**src/rtl/framer_pkg.sv**
```systemverilog
// Shared types and constants for the sample UART framer.
package framer_pkg;

  localparam int unsigned DROP_W    = 16;
  localparam int unsigned MAX_BYTES = 8;
  localparam int unsigned SYNC_W    = 8 * MAX_BYTES;

  typedef enum logic [1:0] {
    IDLE    = 2'd0,
    WAIT_HI = 2'd1,
    WAIT_LO = 2'd2
  } framer_state_t;

  // Most-negative two's-complement value for a word of num_bytes bytes.
  function automatic logic [SYNC_W-1:0] sync_word(input int unsigned num_bytes);
    return SYNC_W'(1) << (8 * num_bytes - 1);
  endfunction

endpackage

```
**src/rtl/sample_fifo.sv**
```systemverilog
// Single-clock show-ahead FIFO; pointers carry an extra wrap bit to tell full from empty.
module sample_fifo #(
  parameter int unsigned WIDTH = 16,
  parameter int unsigned DEPTH = 16
) (
  input  logic                     clk_in,
  input  logic                     rst_n_in,
  input  logic                     push,
  input  logic                     pop,
  input  logic [WIDTH-1:0]         wdata,
  output logic [WIDTH-1:0]         rdata,
  output logic                     full,
  output logic                     empty,
  output logic [$clog2(DEPTH):0]   count
);

  localparam int unsigned AW = $clog2(DEPTH);

  logic [WIDTH-1:0] mem [DEPTH];
  logic [AW:0]      wr_ptr;
  logic [AW:0]      rd_ptr;
  logic             do_push;
  logic             do_pop;

  assign empty   = (wr_ptr == rd_ptr);
  assign full    = (wr_ptr[AW] != rd_ptr[AW]) && (wr_ptr[AW-1:0] == rd_ptr[AW-1:0]);
  assign do_pop  = pop && !empty;
  assign do_push = push && (!full || do_pop);
  assign rdata   = mem[rd_ptr[AW-1:0]];

  // Storage needs no reset; occupancy is governed by the pointers.
  always_ff @(posedge clk_in) begin
    if (do_push) mem[wr_ptr[AW-1:0]] <= wdata;
  end

  always_ff @(posedge clk_in or negedge rst_n_in) begin
    if (!rst_n_in) begin
      wr_ptr <= '0;
      rd_ptr <= '0;
      count  <= '0;
    end else begin
      if (do_push) wr_ptr <= wr_ptr + (AW+1)'(1);
      if (do_pop)  rd_ptr <= rd_ptr + (AW+1)'(1);
      count <= count + (AW+1)'(do_push) - (AW+1)'(do_pop);
    end
  end

endmodule

```
**src/rtl/sample_uart_framer.sv**
```systemverilog
// Buffers samples, clamps them off the sync value, and feeds the UART transmitter
// one word at a time with a sync word at the start of every frame.
module sample_uart_framer
  import framer_pkg::*;
#(
  parameter int unsigned NUM_BYTES  = 2,
  parameter int unsigned FIFO_DEPTH = 16,
  parameter int unsigned FRAME_LEN  = 256
) (
  input  logic                          clk_in,
  input  logic                          rst_n_in,
  input  logic [8*NUM_BYTES-1:0]        sample_in,
  input  logic                          sample_valid_in,
  input  logic                          tx_busy_in,
  output logic [NUM_BYTES-1:0][7:0]     tx_data_out,
  output logic                          tx_trigger_out,
  output logic [$clog2(FIFO_DEPTH):0]   fifo_count_out,
  output logic [DROP_W-1:0]             drop_count_out,
  output logic                          busy_out
);

  localparam int unsigned DATA_W = 8 * NUM_BYTES;
  localparam int unsigned CNT_W  = $clog2(FIFO_DEPTH) + 1;
  localparam int unsigned FRM_W  = (FRAME_LEN > 1) ? $clog2(FRAME_LEN) : 1;
  localparam logic [DATA_W-1:0] SYNC     = DATA_W'(sync_word(NUM_BYTES));
  localparam logic [FRM_W-1:0]  FRM_LAST = FRM_W'(FRAME_LEN - 1);

  framer_state_t     state;
  framer_state_t     state_n;
  logic [FRM_W-1:0]  frame_cnt;
  logic              sync_sent;
  logic [DATA_W-1:0] head;
  logic [DATA_W-1:0] clamped_c;
  logic              full;
  logic              empty;
  logic              sync_due_c;
  logic              go_c;
  logic              pop_c;
  logic              push_c;
  logic              drop_c;
  logic [CNT_W-1:0]  count_n_c;
  logic              busy_n_c;

  sample_fifo #(
    .WIDTH (DATA_W),
    .DEPTH (FIFO_DEPTH)
  ) u_fifo (
    .clk_in   (clk_in),
    .rst_n_in (rst_n_in),
    .push     (push_c),
    .pop      (pop_c),
    .wdata    (clamped_c),
    .rdata    (head),
    .full     (full),
    .empty    (empty),
    .count    (fifo_count_out)
  );

  // Arbitration: a sync only goes out when a sample is waiting behind it.
  always_comb begin
    clamped_c  = (sample_in == SYNC) ? SYNC + DATA_W'(1) : sample_in;
    sync_due_c = (frame_cnt == '0) && !sync_sent;
    go_c       = (state == IDLE) && !tx_busy_in && !empty;
    pop_c      = go_c && !sync_due_c;
    push_c     = sample_valid_in && (!full || pop_c);
    drop_c     = sample_valid_in && full && !pop_c;
    count_n_c  = fifo_count_out + CNT_W'(push_c) - CNT_W'(pop_c);
    state_n    = state;
    case (state)
      IDLE:    if (go_c)       state_n = WAIT_HI;
      WAIT_HI: if (tx_busy_in) state_n = WAIT_LO;
      WAIT_LO: if (!tx_busy_in) state_n = IDLE;
      default: state_n = IDLE;
    endcase
    busy_n_c = (state_n != IDLE) || (count_n_c != '0);
  end

  always_ff @(posedge clk_in or negedge rst_n_in) begin
    if (!rst_n_in) begin
      state          <= IDLE;
      frame_cnt      <= '0;
      sync_sent      <= 1'b0;
      tx_data_out    <= '0;
      tx_trigger_out <= 1'b0;
      drop_count_out <= '0;
      busy_out       <= 1'b0;
    end else begin
      state          <= state_n;
      tx_trigger_out <= go_c;
      busy_out       <= busy_n_c;
      if (go_c) tx_data_out <= sync_due_c ? SYNC : head;
      if (go_c && sync_due_c) sync_sent <= 1'b1;
      if (pop_c) begin
        sync_sent <= 1'b0;
        frame_cnt <= (frame_cnt == FRM_LAST) ? '0 : frame_cnt + FRM_W'(1);
      end
      if (drop_c && (drop_count_out != '1)) drop_count_out <= drop_count_out + DROP_W'(1);
    end
  end

endmodule

```
**config.mk**
```make
export PLATFORM = sky130hd
export DESIGN_NAME = sample_uart_framer
export DESIGN_NICKNAME = d
export VERILOG_FILES = /design/src/rtl/framer_pkg.sv /design/src/rtl/sample_fifo.sv /design/src/rtl/sample_uart_framer.sv
export SDC_FILE = /design/constraint.sdc
export NUM_CORES = 1
export LEC_CHECK = 0
export ABC_AREA = 1
export BUFFER_PORTS_ARGS = -buffer_cell sky130_fd_sc_hd__buf_2
export CORE_MARGIN = 5
export CORE_UTILIZATION = 53
export CTS_BUF_LIST = sky130_fd_sc_hd__clkbuf_4
export DETAILED_ROUTE_END_ITERATION = 12
export HOLD_SLACK_MARGIN = 0.06
export PLACE_DENSITY = 0.75
export SETUP_SLACK_MARGIN = 0.05
export SYNTH_ARGS = -nofsm -noshare
export SYNTH_HDL_FRONTEND = slang
export SYNTH_SLANG_ARGS = --single-unit
```
**constraint.sdc**
```tcl
create_clock -name clk_in -period 3.15 [get_ports clk_in]
set_input_delay 0.315 -clock clk_in [delete_from_list [all_inputs] [get_ports clk_in]]
set_output_delay 0.315 -clock clk_in [all_outputs]
set_load 0.02 [all_outputs]
```
# Word level (Yosys, flattened, before mapping)
# Memory sizes are Yosys's and may differ from the RTL's.
# Index checks and enable logic that the tools add are counted.
# word_totals
ff_bits	60
latch_bits	0
mem_bits_rw	256
mem_bits_ro	0
out_inout_bits	39
wordCells	65
memories	1
# op_classes
addsub	8
mul	0
div_mod_pow	0
magnitude_cmp	0
n_eq_ne	8
shift	0
muxes	11
bitwise_logic	0
reduce_logical	26
# memory_table
memory	depth	word_bits	read_ports	rd_ports_with_merged_regs	write_ports	line	rtl
u_fifo.mem	16	16	1	0	1	sample_fifo.sv:19	logic [WIDTH-1:0] mem [DEPTH];
# ops
op	n
$mux W16	2
$add A16 B1 Y16 const B	1
$eq A16 B16 Y1 const B	1
$ne A16 B16 Y1 const B	1
$logic_and A1 B1 Y1	12
$add A5 B1 Y5	2
$add A5 B1 Y5 const B	2
$sub A5 B1 Y5	2
$add A8 B1 Y8 const B	1
$eq A8 B8 Y1 const B	1
$logic_not A8 Y1	1
$mux W8	1
$logic_not A1 Y1	6
$mux W2	3
$pmux W2 S3	1
$eq A5 B5 Y1	1
$reduce_bool A5 Y1	1
$eq A4 B4 Y1	1
$mux W1	4
$reduce_bool A2 Y1	2
$logic_or A1 B1 Y1	3
$eq A2 B1 Y1 const B	1
$eq A2 B2 Y1 const B	1
$logic_not A2 Y1	1
$ne A1 B1 Y1	1

# Logic depth before layout (Yosys ltp)
# Gate-level depths: netlist of run 1.
# depth
depth_word	10
ltp_mapped	20
depth_no_buf	17

# Hierarchy
# Synthesis of run 1 repeated with hierarchy kept, for this count alone.
# hier_totals
hier_cells	1284
area_unflattened_um2	13688.1
# by_module_without_submodules
mod	instances	cells_per_inst	area_per_inst_um2	seq_area_each_um2
sample_fifo	1	926	11104.4	8062.7
sample_uart_framer	1	358	2583.7	1126.1

# Least setup slack after synthesis of run 1
# OpenSTA, ideal clock, no wires.
# synth_timing
path_kind	register to register
from	register frame_cnt[0]
to	register busy_out
setup_ns	0.124
arrival_time_ns	2.786
t_required_ns	3.026
path_slack_ns	0.240
stages_incl_launch_ff	19
path_buffers	2
synth_period_minus_slack_ns	2.910
path_cell_list	dfrtp_1 > inv_1 > ha_1 > nand3_1 > or2_2 > nand3_2 > inv_2 > buf_2 > buf_6 > ha_1 > inv_1 > ha_1 > fa_1 > nor2_1 > nand3_1 > nor2_1 > nand3b_1 > nor2_1 > nand2_1
# synth_via
elab_chain_cells	10
# synth_rtl
element	line	rtl
start, declared	sample_uart_framer.sv:30	logic [FRM_W-1:0] frame_cnt;
start signal, assigned	sample_uart_framer.sv:95	frame_cnt <= (frame_cnt == FRM_LAST) ? '0 : frame_cnt + FRM_W'(1);
$logic_not A8 Y1 *	sample_uart_framer.sv:62	sync_due_c = (frame_cnt == '0) && !sync_sent;
$logic_and A1 B1 Y1 *	sample_uart_framer.sv:62	
$logic_not A1 Y1 *	sample_uart_framer.sv:64	pop_c = go_c && !sync_due_c;
$logic_and A1 B1 Y1 *	sample_uart_framer.sv:64	
$logic_or A1 B1 Y1	sample_uart_framer.sv:65	push_c = sample_valid_in && (!full || pop_c);
$logic_and A1 B1 Y1	sample_uart_framer.sv:65	
$add A5 B1 Y5	sample_uart_framer.sv:67	count_n_c = fifo_count_out + CNT_W'(push_c) - CNT_W'(pop_c);
$sub A5 B1 Y5 *	sample_uart_framer.sv:67	
$reduce_bool A5 Y1 *	sample_uart_framer.sv:75	busy_n_c = (state_n != IDLE) || (count_n_c != '0);
$logic_or A1 B1 Y1 *	sample_uart_framer.sv:75	
net busy_n_c	sample_uart_framer.sv:42	logic busy_n_c;
end signal, assigned	sample_uart_framer.sv:90	busy_out <= busy_n_c;
end, declared	sample_uart_framer.sv:19	output logic busy_out
# The timed path passes the listed nets; every way through them passes the cells marked *.
# A chain may end at the register's enable or synchronous reset.

# Final worst setup path of run 1
# layout_timing
from	register u_fifo.wr_ptr[2]
to	register busy_out
# layout_via
elab_chain_cells	10
elab_cells_between_ends	16
cone_classes	2 x add/sub; 2 x eq/ne; 2 x mux; 10 x reduce/logical
# layout_rtl
element	line	rtl
start, declared	sample_fifo.sv:20	logic [AW:0] wr_ptr;
start signal, assigned	sample_fifo.sv:42	if (do_push) wr_ptr <= wr_ptr + (AW+1)'(1);
$eq A5 B5 Y1	sample_fifo.sv:25	assign empty = (wr_ptr == rd_ptr);
$logic_not A1 Y1	sample_uart_framer.sv:63	go_c = (state == IDLE) && !tx_busy_in && !empty;
$logic_and A1 B1 Y1	sample_uart_framer.sv:63	
$logic_and A1 B1 Y1	sample_uart_framer.sv:64	
$logic_or A1 B1 Y1	sample_uart_framer.sv:65	
$logic_and A1 B1 Y1	sample_uart_framer.sv:65	
$add A5 B1 Y5	sample_uart_framer.sv:67	
$sub A5 B1 Y5	sample_uart_framer.sv:67	
$reduce_bool A5 Y1	sample_uart_framer.sv:75	
$logic_or A1 B1 Y1 *	sample_uart_framer.sv:75	
net busy_n_c	sample_uart_framer.sv:42	
# Marked as above.

==> out/qor_table.md, run 1 <==
| Item | This run | Unit |
| --- | --- | --- |
| Worst-path maximum fanout | 8 | - |
| Violation count after the first detailed-route iteration | 987 | - |
| CP Cell Sequence | inv_1 > nand2_1 > nand2_1 > nor2_1 > nand3_2 > nand3_2 > inv_2 > ha_1 > inv_1 > ha_1 > fa_1 > nor2_1 > nand3_1 > nor2_1 > nand3b_1 > nor2_1 > nand2_1 | - |
| Outcome | completed | - |
| Most common library cell in the layout ignoring fill and taps | sky130_fd_sc_hd__nand2_1 | - |
| Post-detail-place hpwl | 18.64 | mm |
| Clock slew seen by the registers of the worst setup and hold paths | 70 | ps |
| Synthesis-to-finish area growth | 14.14 | % |
| Maximum number of pins on one net before global-route repair | 83 | - |
| Final Non-Filler Cells | 1864 | - |
| Layout cells sized above 1 | 16.10 | % |
| Worst slack on hold paths | 156.6 | ps |
| Floorplan core area | 25910 | µm² |
| Number of pins with negative max-slew slack in the final report | 0 | - |
| Arr. time, crit path | 3360 | ps |
| Sum of negative setup slack | 0 | ps |
| Register share of total power | 38.7 | % |
| Cell count after synthesis | 1342 | - |
| Critical register-to-register path startpoint | u_fifo.wr_ptr[2] | - |
| Switching share of power | 38.02 | % |
| # placed instances | 1699 | - |
| Slew headroom | 33.04 | % |
| CTS buffer count | 81 | - |
| Yosys top cell by area | sky130_fd_sc_hd__edfxtp_1 | - |
| Syn nets | 1380 | - |
| Insertion delay of the later-clocked pin in the worst-skew pair | 710 | ps |
| Number of synthesized register bits | 316 | - |
| Maximum vdd ir drop | 517.7 | µV |
| Remaining number of nets flagged by the antenna check after routing | 0 | - |
| Crit path max-delay cell type | sky130_fd_sc_hd__dfrtp_1 | - |
| Post-route DRC violation count | 0 | - |
| Power per cell area | 873.2 | nW/µm² |
| Placement row count | 59 | - |
| Horizontal die dimension | 171.6 | µm |
| Routed via count | 10054 | - |
| Worst clock skew | 58.66 | ps |
| I/O pin count | 59 | - |
| Category of the worst setup path launch point | flip-flop | - |
| Transition time at the pin with the least slew margin | 1004 | ps |
| Most frequent cells in the layout | 289 x sky130_fd_sc_hd__nand2_1, 287 x sky130_fd_sc_hd__nor2_1, 256 x sky130_fd_sc_hd__edfxtp_1, 138 x sky130_fd_sc_hd__o21ai_0, 118 x sky130_fd_sc_hd__clkbuf_4 | - |
| Placer's final routability congestion estimate | 0.8693 | - |
| Number of maximum-capacitance violations | 0 | - |
| Crit-path max cell delay | 480 | ps |
| Number of instances resized during post-cts repair | 0 | - |
| Die Span Y | 171.6 | µm |
| Number of clock sinks | 316 | - |
| Comb pwr share | 35.0 | % |
| Post-layout minimum cycle time | 2815 | ps |
| Count of final hold-check violations | 0 | - |
| Synthesized area divided by synthesized cell count | 10.31 | µm² |
| Static leakage | 0.006414 | µW |
| Post-synthesis cell type count | 32 | - |
| Type of the worst min-delay path | in -> async | - |
| First-pass GRT wire length | 51.15 | mm |
| Clock Tree Buf Depth | 3 | - |
| Highest Clock Rate | 0.3553 | GHz |
| Sequential area share after synthesis | 66.41 | % |
| Initial antenna violation count | 1 | - |
| CTS Root Cell | sky130_fd_sc_hd__clkbuf_4 | - |
| Yosys warning count | 0 | - |
| Clock tree from TritonCTS | yes | - |
| Setup repair after global routing missed its margin | false | - |
| Aggregate global routing overflow | 0 | - |
| Worst setup EP type | flip-flop | - |
| Fraction of the cycle the final worst path needs | 89.36 | % |
| Per-cell routed wire length | 17.35 | µm |
| Mapped cell area | 13840 | µm² |
| Number of port buffers | 58 | - |
| Number of cells on the worst reg-to-reg path | 17 | - |
| P_int | 8548 | µW |
| Vias per inst | 5.394 | - |
| Overall Global Routing Usage | 22.19 | % |
| Number of levels the H-tree was split into | 3 | - |
| Number of endpoints failing setup at the final stage | 0 | - |
| Clk network pwr share | 26.3 | % |
| Area fraction of the dominant cell type after synthesis | 55.56 | % |
| CP required | 3700 | ps |
| Detailed-routing iteration count for the pre-antenna-repair pass | 5 | - |
| Wire length after detailed routing | 32.33 | mm |
| Net switching power | 5242 | µW |
| Critical path type | reg -> reg | - |
| Crit Reg-Reg Endpoint | busy_out | - |
| Vias in the first global route | 9882 | - |
| Ranking of synthesized cells by area | sky130_fd_sc_hd__edfxtp_1 56%, sky130_fd_sc_hd__dfrtp_1 11%, sky130_fd_sc_hd__nand2_1 7.8% | - |
| Starting utilization of the core area | 53.40 | % |
| NumNets Final | 1503 | - |
| Area of the die | 29440 | µm² |
| Internal reg-to-reg setup slack | 340 | ps |
| Top cell by count, worst path | sky130_fd_sc_hd__nor2_1 | - |
[final cells by class]
type / instances / area (µm²)
Fill cell: 2043 / 10120
Sequential cell: 316 / 9194
Multi-Input combinational cell: 879 / 4045
Clock buffer: 118 / 885.9
Timing Repair Buffer: 117 / 778.2
Tap cell: 335 / 419.2
Inverter: 70 / 264.0
Clock inverter: 28 / 203.9
Antenna cell: 1 / 2.502
[state kept, by name (all words and copies together), names as in the netlist]
| name | cells |
|---|---|
| u_fifo.mem | 256 |
| drop_count_out | 16 |
| tx_data_out | 16 |
| frame_cnt | 8 |
| u_fifo.count | 5 |
| u_fifo.rd_ptr | 5 |
| u_fifo.wr_ptr | 5 |
| state | 2 |
| busy_out | 1 |
| sync_sent | 1 |
| tx_trigger_out | 1 |
[worst max-delay path: cells and delay by family (launching register included)]
family	cells	cell delay, ps
AND/OR/NAND/NOR	11	1150
adder cells (fa/ha/maj)	3	890
flip-flops	1	480
buffers and inverters	3	170
[through the flow]
step / util (%) / area [µm²] / power (µW) / worst slack [ps]
after CTS: 60.94 / 15790 / 13850 / 338.5
after floorplan: - / 13840 / 8781 / 239.9
after detailed placement: 56.04 / 14520 / 10180 / 384.9
final: 60.95 / 15790 / 13790 / 335.2
after global placement: 56.04 / 14520 / 10050 / 445.4
after global routing: 60.95 / 15790 / 14760 / 82.70
[synthesized netlist by cell type]
library cell               count
sky130_fd_sc_hd__nor3_1        1
sky130_fd_sc_hd__o21ai_0     138
sky130_fd_sc_hd__xnor2_1       9
sky130_fd_sc_hd__fa_1          2
sky130_fd_sc_hd__dfrtp_1      60
sky130_fd_sc_hd__nand2_2       3
sky130_fd_sc_hd__and2_1        1
sky130_fd_sc_hd__xor2_1       14
sky130_fd_sc_hd__a21oi_1       5
sky130_fd_sc_hd__nand3b_1      1
sky130_fd_sc_hd__ha_1         16
sky130_fd_sc_hd__edfxtp_1    256
sky130_fd_sc_hd__clkinv_1      1
sky130_fd_sc_hd__o211ai_1     15
sky130_fd_sc_hd__buf_2        25
sky130_fd_sc_hd__nor2_1      287
sky130_fd_sc_hd__inv_2         4
sky130_fd_sc_hd__buf_6         2
sky130_fd_sc_hd__a31o_2        1
sky130_fd_sc_hd__o211ai_2      1
sky130_fd_sc_hd__nand2_1     289
sky130_fd_sc_hd__nand3_1      59
sky130_fd_sc_hd__clkbuf_1     37
sky130_fd_sc_hd__buf_4         1
sky130_fd_sc_hd__buf_1        12
sky130_fd_sc_hd__or2_2         3
sky130_fd_sc_hd__nor4_1        3
sky130_fd_sc_hd__nand3_2       4
sky130_fd_sc_hd__nand4_1      24
sky130_fd_sc_hd__inv_1        65
sky130_fd_sc_hd__a21oi_2       1
sky130_fd_sc_hd__nor2_4        2
[power by group through the flow]
stage	registers [µW]	clock network, µW	logic, µW
2_1_floorplan	5510	0	3270
3_3_place_gp	5390	0	4660
3_5_place_dp	5410	0	4770
4_1_cts	5320	3710	4820
5_1_grt	5370	3970	5420
6_report	5330	3630	4830
[per-layer routing]
metal / track usage, % / vias up / routed length, µm
li1: - / 4807 / -
met1: 30.33 / 4734 / 13470
met2: 35.88 / 438 / 15270
met3: 4.183 / 75 / 2774
met4: 8.061 / 0 / 814
met5: 0 / - / 0
[what timing repair did]
action                                 4_1_cts  5_1_grt
hold buffers                                18        0
buffers inserted                             0        0
endpoints found under the hold margin      293        0
[kinds of logic after synthesis]
logic type / after synthesis / share of synthesized area [%]
and+or+nand+nor: 677 / 19.84
DFF: 316 / 66.41
AOI/OAI and AO/OA: 161 / 6.204
adders and majority gates: 18 / 1.736
buffers and inverters: 147 / 4.350
xor gates and xnor gates: 23 / 1.456
[worst max-delay path by stage]
stage | from | end | cells after the start
after global placement | frame_cnt[0] | busy_out | 16
after floorplan | frame_cnt[0] | busy_out | 18
after CTS | frame_cnt[0] | busy_out | 16
after global routing | frame_cnt[0] | busy_out | 16
after detailed placement | frame_cnt[0] | busy_out | 16
final | u_fifo.wr_ptr[2] | busy_out | 17
Note: power is estimated with default switching activity, not from simulation.
==> inputs of run 2 (changes only) <==
--- a/config.mk
+++ b/config.mk
@@ -11,6 +11,7 @@
 export CORE_UTILIZATION = 53
 export CTS_BUF_LIST = sky130_fd_sc_hd__clkbuf_4
 export DETAILED_ROUTE_END_ITERATION = 12
+export GPL_TIMING_DRIVEN = 0
 export HOLD_SLACK_MARGIN = 0.06
 export PLACE_DENSITY = 0.75
 export SETUP_SLACK_MARGIN = 0.05
==> run 2 against run 1 <==
  * Hold slack better by 88 ps
  * Cell count up 1.9%
  * Core utilization rose by 0.22 points
  * Count of clock-buffer cells in the layout grew 1
  * Critical endpoint unchanged
==> out/qor_table.md, run 2 (synthesis results as in run 1) <==
| Item | This run | Unit | Change |
| --- | --- | --- | --- |
| CTS Root Cell | sky130_fd_sc_hd__clkbuf_4 | - |  |
| Vias in the first global route | 10182 | - | +3.0% |
| Detailed-routing iteration count for the pre-antenna-repair pass | 7 | - | +2 |
| Overall Global Routing Usage | 24.36 | % | +2.2 points |
| Clock tree from TritonCTS | yes | - |  |
| Critical register-to-register path startpoint | frame_cnt[0] | - |  |
| Max reg flops | 256 | - | unchanged |
| Vias per inst | 5.483 | - | +1.6% |
| Power per cell area | 893.0 | nW/µm² | +2.3% |
| Post-layout minimum cycle time | 2900 | ps | +85.35 ps |
| Category of the worst setup path launch point | flip-flop | - |  |
| Critical path type | reg -> reg | - |  |
| Wire length after detailed routing | 35.21 | mm | +8.9% |
| Aggregate global routing overflow | 0 | - | unchanged |
| Number of maximum-capacitance violations | 0 | - | unchanged |
| Slew headroom | 28.82 | % | -4.2 points |
| Type of the worst min-delay path | in -> async | - |  |
| Setup crit start | frame_cnt[0] | - |  |
| Placement-stage cell area | 14650 | µm² | +0.86% |
| Number of pins with negative max-slew slack in the final report | 0 | - | unchanged |
| Placement row count | 59 | - | unchanged |
| Layout cells sized above 1 | 17.07 | % | +0.97 points |
| Final Instance Area | 15850 | µm² | +0.36% |
| Worst setup EP type | flip-flop | - |  |
| Area of the die | 29440 | µm² | unchanged |
| Starting utilization of the core area | 53.40 | % | unchanged |
| Per-cell routed wire length | 18.53 | µm | +6.8% |
| Number of levels the H-tree was split into | 3 | - | unchanged |
| Maximum number of pins on one net before global-route repair | 61 | - | -27% |
| Worst-path maximum fanout | 11 | - | +3 |
| Fraction of the cycle the final worst path needs | 92.07 | % | +2.7 points |
| Static leakage | 0.006366 | µW | -0.74% |
| PnR Total Power | 14150 | µW | +2.6% |
| First-pass GRT wire length | 54.81 | mm | +7.1% |
| Post-route DRC violation count | 0 | - | unchanged |
| Horizontal die dimension | 171.6 | µm | unchanged |
| Setup repair after global routing missed its margin | false | - |  |
| Clock slew seen by the registers of the worst setup and hold paths | 80 | ps | about the same |
| CP required | 3740 | ps | +40 ps |
| Placer's final routability congestion estimate | 0.9291 | - | +6.9% |
| Transition time at the pin with the least slew margin | 1068 | ps | +63.45 ps |
| Worst clock skew | 71.40 | ps | +12.74 ps |
| NumNets Final | 1536 | - | +2.2% |
| Arr. time, crit path | 3490 | ps | +130 ps |
| Clock Tree Buf Depth | 3 | - | unchanged |
| Floorplan core area | 25910 | µm² | unchanged |
| Most common library cell in the layout ignoring fill and taps | sky130_fd_sc_hd__nand2_1 | - |  |
| Most frequent cells in the layout | 287 x sky130_fd_sc_hd__nand2_1, 270 x sky130_fd_sc_hd__nor2_1, 256 x sky130_fd_sc_hd__edfxtp_1, 138 x sky130_fd_sc_hd__o21ai_0, 119 x sky130_fd_sc_hd__clkbuf_4 | - |  |
| Initial antenna violation count | 1 | - | unchanged |
| Count of final hold-check violations | 0 | - | unchanged |
| Insertion delay of the later-clocked pin in the worst-skew pair | 720 | ps | about the same |
| Remaining number of nets flagged by the antenna check after routing | 0 | - | unchanged |
| CTS buffer count | 81 | - | unchanged |
| Number of clock sinks | 316 | - | unchanged |
| I/O pin count | 59 | - | unchanged |
| Number of endpoints failing setup at the final stage | 0 | - | unchanged |
| Die Span Y | 171.6 | µm | unchanged |
| Outcome | completed | - |  |
| Maximum vdd ir drop | 577.2 | µV | +11% |
| Synthesis-to-finish area growth | 14.55 | % |  |
| Highest Clock Rate | 0.3448 | GHz | -2.9% |
| Number of port buffers | 58 | - | unchanged |
| Fill cell count | 2082 | - | +1.9% |
| Routed via count | 10417 | - | +3.6% |
| Violation count after the first detailed-route iteration | 1295 | - | +31% |
| Post-detail-place hpwl | 22.96 | mm | +23% |
==> run 2: through the flow <==
stage	worst slack, ps	cells	hold WS (ps)	util [%]	setup TNS (ps)
after floorplan	239.9	1342	19.41	-	0
after global placement	-32.54	1735	459.9	56.14	-788.5
after detailed placement	-99.35	1739	465.1	56.52	-99.35
after CTS	142.5	1896	257.2	60.96	0
after global routing	40.35	1900	285.3	61.17	0
final	249.9	1900	244.2	61.17	0
==> run 2: worst paths after layout <==
kind	end	slack (ps)	cells past startpoint
setup / recovery	busy_out	250	17
hold / removal	tx_data_out[12]	240	2
setup reg to reg	busy_out	250	17
hold reg to reg	tx_data_out[6]	480	2
max in group asynchronous	u_fifo.rd_ptr[2]	2350	2
min in group clk_in	u_fifo.mem[15][15]	290	2
==> run 2: routing by layer <==
layer / global-route usage (%) / wire [µm] / vias to the layer above
met4: 9.990 / 996 / 0
met5: 0 / 0 / -
met2: 38.11 / 16370 / 579
met1: 33.67 / 14390 / 4878
met3: 4.987 / 3460 / 69
li1: - / - / 4891
==> run 2: layout make-up <==
cell class	count	area [µm²]	area share, %
Sequential cell	316	9194	58.01
Multi-Input combinational cell	879	4118	25.98
Clock buffer	119	893.4	5.637
Timing Repair Buffer	75	457.9	2.889
Tap cell	335	419.2	2.645
Buffer	75	341.6	2.155
Inverter	70	270.3	1.705
Clock inverter	30	152.6	0.9631
Antenna cell	1	2.502	0.01579
==> run 2: timing repair <==
action | 4_1_cts | 5_1_grt
endpoints found under the hold margin | 68 | 0
resized for setup | 10 | 10
hold buffers | 3 | 0
buffers inserted | 6 | 4
setup endpoints to repair | 1 | 2
pin swaps | 2 | 6
==> run 2: report_power, final <==
part | leakage, µW | internal, µW | switching [µW]
logic | 0.00267 | 1650 | 3690
registers | 0.00308 | 5070 | 254
clock network | 0.000617 | 1830 | 1660
==> run 2: critical path, stage by stage (launching register included) <==
cell                       delay, ps
sky130_fd_sc_hd__dfrtp_1         390
sky130_fd_sc_hd__inv_1            80
sky130_fd_sc_hd__ha_1            170
sky130_fd_sc_hd__nand3_1         100
sky130_fd_sc_hd__or2_4           270
sky130_fd_sc_hd__nand3_4         110
sky130_fd_sc_hd__inv_6            60
sky130_fd_sc_hd__buf_6           140
sky130_fd_sc_hd__ha_1            270
sky130_fd_sc_hd__inv_1            40
sky130_fd_sc_hd__ha_2            170
sky130_fd_sc_hd__fa_1            400
sky130_fd_sc_hd__or2_2           310
sky130_fd_sc_hd__nand3_1          70
sky130_fd_sc_hd__nor2_1           40
sky130_fd_sc_hd__nand3b_1         90
sky130_fd_sc_hd__nor2_1           40
sky130_fd_sc_hd__nand2_1          50
==> inputs of run 3 (changes only) <==
--- a/config.mk
+++ b/config.mk
@@ -7,13 +7,15 @@
 export LEC_CHECK = 0
 export ABC_AREA = 1
 export BUFFER_PORTS_ARGS = -buffer_cell sky130_fd_sc_hd__buf_2
+export CELL_PAD_IN_SITES_DETAIL_PLACEMENT = 0
+export CELL_PAD_IN_SITES_GLOBAL_PLACEMENT = 1
 export CORE_MARGIN = 5
-export CORE_UTILIZATION = 53
+export CORE_UTILIZATION = 51
 export CTS_BUF_LIST = sky130_fd_sc_hd__clkbuf_4
 export DETAILED_ROUTE_END_ITERATION = 12
 export GPL_TIMING_DRIVEN = 0
 export HOLD_SLACK_MARGIN = 0.06
-export PLACE_DENSITY = 0.75
+export PLACE_DENSITY = 0.87
 export SETUP_SLACK_MARGIN = 0.05
 export SYNTH_ARGS = -nofsm -noshare
 export SYNTH_HDL_FRONTEND = slang
==> run 3 against run 2 <==
  * Wire length down 0.77%
  * Clock skew fell by 19 ps
  * Hold slack worse by 3.6 ps
  * Core utilization is 2.3 points lower
  * Flip-flop and latch count did not move
  * Sequential power barely moved
  * Clock power shrank 3%
  * Combinational power decreased by 1%
  * Design area shrank 0.40%
  * Via count fell by 2.4%
  * Die area is 3.7% higher
  * Critical path depth stayed put
  * Critical path type unchanged
  * Critical endpoint unchanged
==> out/qor_table.md, run 3 (synthesis results as in run 1) <==
| Item | This run | Unit | Change |
| --- | --- | --- | --- |
| Type of the worst min-delay path | in -> async | - |  |
| Routed via count | 10165 | - | -2.4% |
| Overall Global Routing Usage | 23.01 | % | -1.3 points |
| Arr. time, crit path | 3540 | ps | +50 ps |
| Setup crit start | frame_cnt[0] | - |  |
| Die Span Y | 174.7 | µm | +1.8% |
| CP required | 3750 | ps | about the same |
| Layer with the highest usage after global routing | met2 | - |  |
| Wire length after detailed routing | 34.94 | mm | -0.77% |
| Horizontal die dimension | 174.7 | µm | +1.8% |
| Most common library cell in the layout ignoring fill and taps | sky130_fd_sc_hd__nand2_1 | - |  |
| Met1 global-route usage | 32.26 | % | -1.4 points |
| Clock Tree Buf Depth | 3 | - | unchanged |
| Placement row count | 60 | - | +1.7% |
| Insertion delay of the later-clocked pin in the worst-skew pair | 700 | ps | -20 ps |
| Count of final hold-check violations | 0 | - | unchanged |
| Clk network pwr share | 24.2 | % | -0.4 points |
| Worst clock skew | 52.39 | ps | -19.01 ps |
| Violation count after the first detailed-route iteration | 945 | - | -27% |
| Number of port buffers | 58 | - | unchanged |
| Family with the most delay on the worst path | simple AND/OR/NAND/NOR gates | - |  |
| Vias in the first global route | 9836 | - | -3.4% |
| Placer's final routability congestion estimate | 0.8828 | - | -5.0% |
| CTS buffer count | 82 | - | +1.2% |
| CTS Root Cell | sky130_fd_sc_hd__clkbuf_4 | - |  |
| I/O pin count | 59 | - | unchanged |
| Met3 track utilization from global routing | 5.214 | % | +0.23 points |
| Floorplan core area | 26800 | µm² | +3.4% |
| Setup repair after global routing missed its margin | true | - |  |
| Initial antenna violation count | 1 | - | unchanged |
| Internal reg-to-reg setup slack | 210 | ps | -40 ps |
| Most frequent cells in the layout | 287 x sky130_fd_sc_hd__nand2_1, 271 x sky130_fd_sc_hd__nor2_1, 256 x sky130_fd_sc_hd__edfxtp_1, 138 x sky130_fd_sc_hd__o21ai_0, 125 x sky130_fd_sc_hd__clkbuf_4 | - |  |
| Net switching power | 5489 | µW | -2.1% |
| Post-layout minimum cycle time | 2942 | ps | +41.60 ps |
| Number of endpoints failing setup at the final stage | 0 | - | unchanged |
| Category of the worst setup path launch point | flip-flop | - |  |
| Fraction of the cycle the final worst path needs | 93.39 | % | +1.3 points |
| Max reg flops | 256 | - | unchanged |
| Clock slew seen by the registers of the worst setup and hold paths | 70 | ps | about the same |
| P_int | 8473 | µW | -0.84% |
| Area of the die | 30520 | µm² | +3.7% |
| Maximum number of pins on one net before global-route repair | 61 | - | unchanged |
| First-pass GRT wire length | 54.33 | mm | -0.87% |
| Post-route DRC violation count | 0 | - | unchanged |
| Switching share of power | 39.31 | % | -0.31 points |
| Post-detail-place hpwl | 23.12 | mm | +0.71% |
| Global-route track usage on met2 | 35.59 | % | -2.5 points |
| Transition time at the pin with the least slew margin | 1035 | ps | -33.09 ps |
| Synthesis-to-finish area growth | 14.09 | % |  |
| Logic depth of the worst path, buffers included | 17 | - | unchanged |
| Top cell by count, worst path | sky130_fd_sc_hd__ha_1 | - |  |
| Comb pwr share | 37.7 | % | about the same |
| Number of cells on the worst reg-to-reg path | 17 | - | unchanged |
| Aggregate global routing overflow | 0 | - | unchanged |
| Placement-stage cell area | 14680 | µm² | +0.21% |
| Number of pins with negative max-slew slack in the final report | 0 | - | unchanged |
| Slew headroom | 31.02 | % | +2.2 points |
| Static leakage | 0.006339 | µW | -0.43% |
| Maximum vdd ir drop | 325.5 | µV | -44% |
| Detailed-routing iteration count for the pre-antenna-repair pass | 6 | - | -1 |
| Highest Clock Rate | 0.3399 | GHz | -1.4% |
| Crit path max-delay cell type | sky130_fd_sc_hd__fa_1 | - |  |
| Outcome | completed | - |  |
| NumNets Final | 1535 | - | -0.065% |
| Critical register-to-register path startpoint | frame_cnt[0] | - |  |
| Remaining number of nets flagged by the antenna check after routing | 0 | - | unchanged |
| Final Instance Area | 15790 | µm² | -0.40% |
| Per-cell routed wire length | 18.50 | µm | -0.19% |
| Worst slack on hold paths | 240.7 | ps | -3.569 ps |
| Finished Core Util | 58.90 | % | -2.3 points |
| CP Cell Sequence | inv_1 > ha_1 > nand3_1 > or2_2 > nand3_4 > inv_4 > buf_6 > ha_1 > inv_1 > ha_1 > fa_1 > or2_2 > nand3_1 > nor2_1 > nand3b_1 > nor2_1 > nand2_1 | - |  |
| Crit-path max cell delay | 410 | ps | about the same |
| Layout cells sized above 1 | 17.26 | % | +0.19 points |
| Worst-path maximum fanout | 11 | - | unchanged |
| Capturing instance or port of the critical path | busy_out | - |  |
| Buf+Inv Stages, Crit Path | 4 | - | unchanged |
| Critical path type | reg -> reg | - |  |
| Worst setup EP type | flip-flop | - |  |
| Vias per inst | 5.381 | - | -1.9% |
| Register share of total power | 38.1 | % | +0.5 points |
| Number of clock sinks | 316 | - | unchanged |
| Number of maximum-capacitance violations | 0 | - | unchanged |
| Crit Reg-Reg Endpoint | busy_out | - |  |
| Power per cell area | 884.5 | nW/µm² | -0.95% |
| Number of levels the H-tree was split into | 3 | - | unchanged |
| Clock tree from TritonCTS | yes | - |  |
| Starting utilization of the core area | 51.62 | % | -1.8 points |
==> run 3: power by group through the flow <==
stage | clock network (µW) | registers (µW) | logic (µW)
floorplan | 0 | 5510 | 3270
global placement | 0 | 5390 | 4950
detailed placement | 0 | 5400 | 5080
CTS | 3440 | 5310 | 5210
global route | 3680 | 5370 | 5900
finish | 3370 | 5320 | 5270
==> run 3: timing repair <==
item	CTS	global route
pin swaps	2	3
buffers inserted	4	2
hold buffers	3	0
hold endpoints to repair	68	0
cloned	0	0
resized for setup	8	10
endpoints found under the setup margin	1	2
==> run 3: worst min-delay path by stage <==
stage,from,end,slack [ps]
after CTS,sample_in[15],u_fifo.mem[6][15],230
final,rst_n_in,u_fifo.wr_ptr[3],240
after global placement,tx_data_out[8],tx_data_out[8],460
after floorplan,rst_n_in,busy_out,20
after global routing,rst_n_in,tx_data_out[3],270
after detailed placement,tx_data_out[4],tx_data_out[4],460
==> run 3: worst register-to-register path, cell delays in order (launching register included) <==
cell and delay [ps]:
sky130_fd_sc_hd__dfrtp_1 390, sky130_fd_sc_hd__inv_1 80, sky130_fd_sc_hd__ha_1 150, sky130_fd_sc_hd__nand3_1 90
sky130_fd_sc_hd__or2_2 330, sky130_fd_sc_hd__nand3_4 90, sky130_fd_sc_hd__inv_4 70, sky130_fd_sc_hd__buf_6 150
sky130_fd_sc_hd__ha_1 270, sky130_fd_sc_hd__inv_1 40, sky130_fd_sc_hd__ha_1 200, sky130_fd_sc_hd__fa_1 410
sky130_fd_sc_hd__or2_2 310, sky130_fd_sc_hd__nand3_1 70, sky130_fd_sc_hd__nor2_1 50, sky130_fd_sc_hd__nand3b_1 80
sky130_fd_sc_hd__nor2_1 50, sky130_fd_sc_hd__nand2_1 50
==> run 3: cell type report <==
cell class              instances  area [µm²]
fillers                      2235       11020
inverters                      70       267.8
clock inverters                10       56.30
plain buffers                  75       344.1
repair buffers                 73       454.2
well taps                     341       426.7
diodes                          1       2.502
flip-flops and latches        316        9193
clock buffers                 124       930.9
multi-input cells             879        4110
==> run 3: metrics by stage <==
stage	std cells	setup TNS, ps	setup slack [ps]	total power, µW
2_1_floorplan	1342	0	239.9	8781
3_3_place_gp	1741	-5481	-73.04	10350
3_5_place_dp	1747	-120.0	-120.0	10490
4_1_cts	1888	0	57.03	13970
5_1_grt	1889	0	10.50	14950
6_report	1889	0	208.3	13960
==> run 3: per-layer routing <==
layer  part of all wire, %  vias to the layer above  wire length (µm)
met3                   9.0                       65              3161
met1                    43                     4795             15060
met2                    45                      445             15750
met4                   2.8                        0               964
li1                      -                     4860                 -
met5                     0                        -                 0
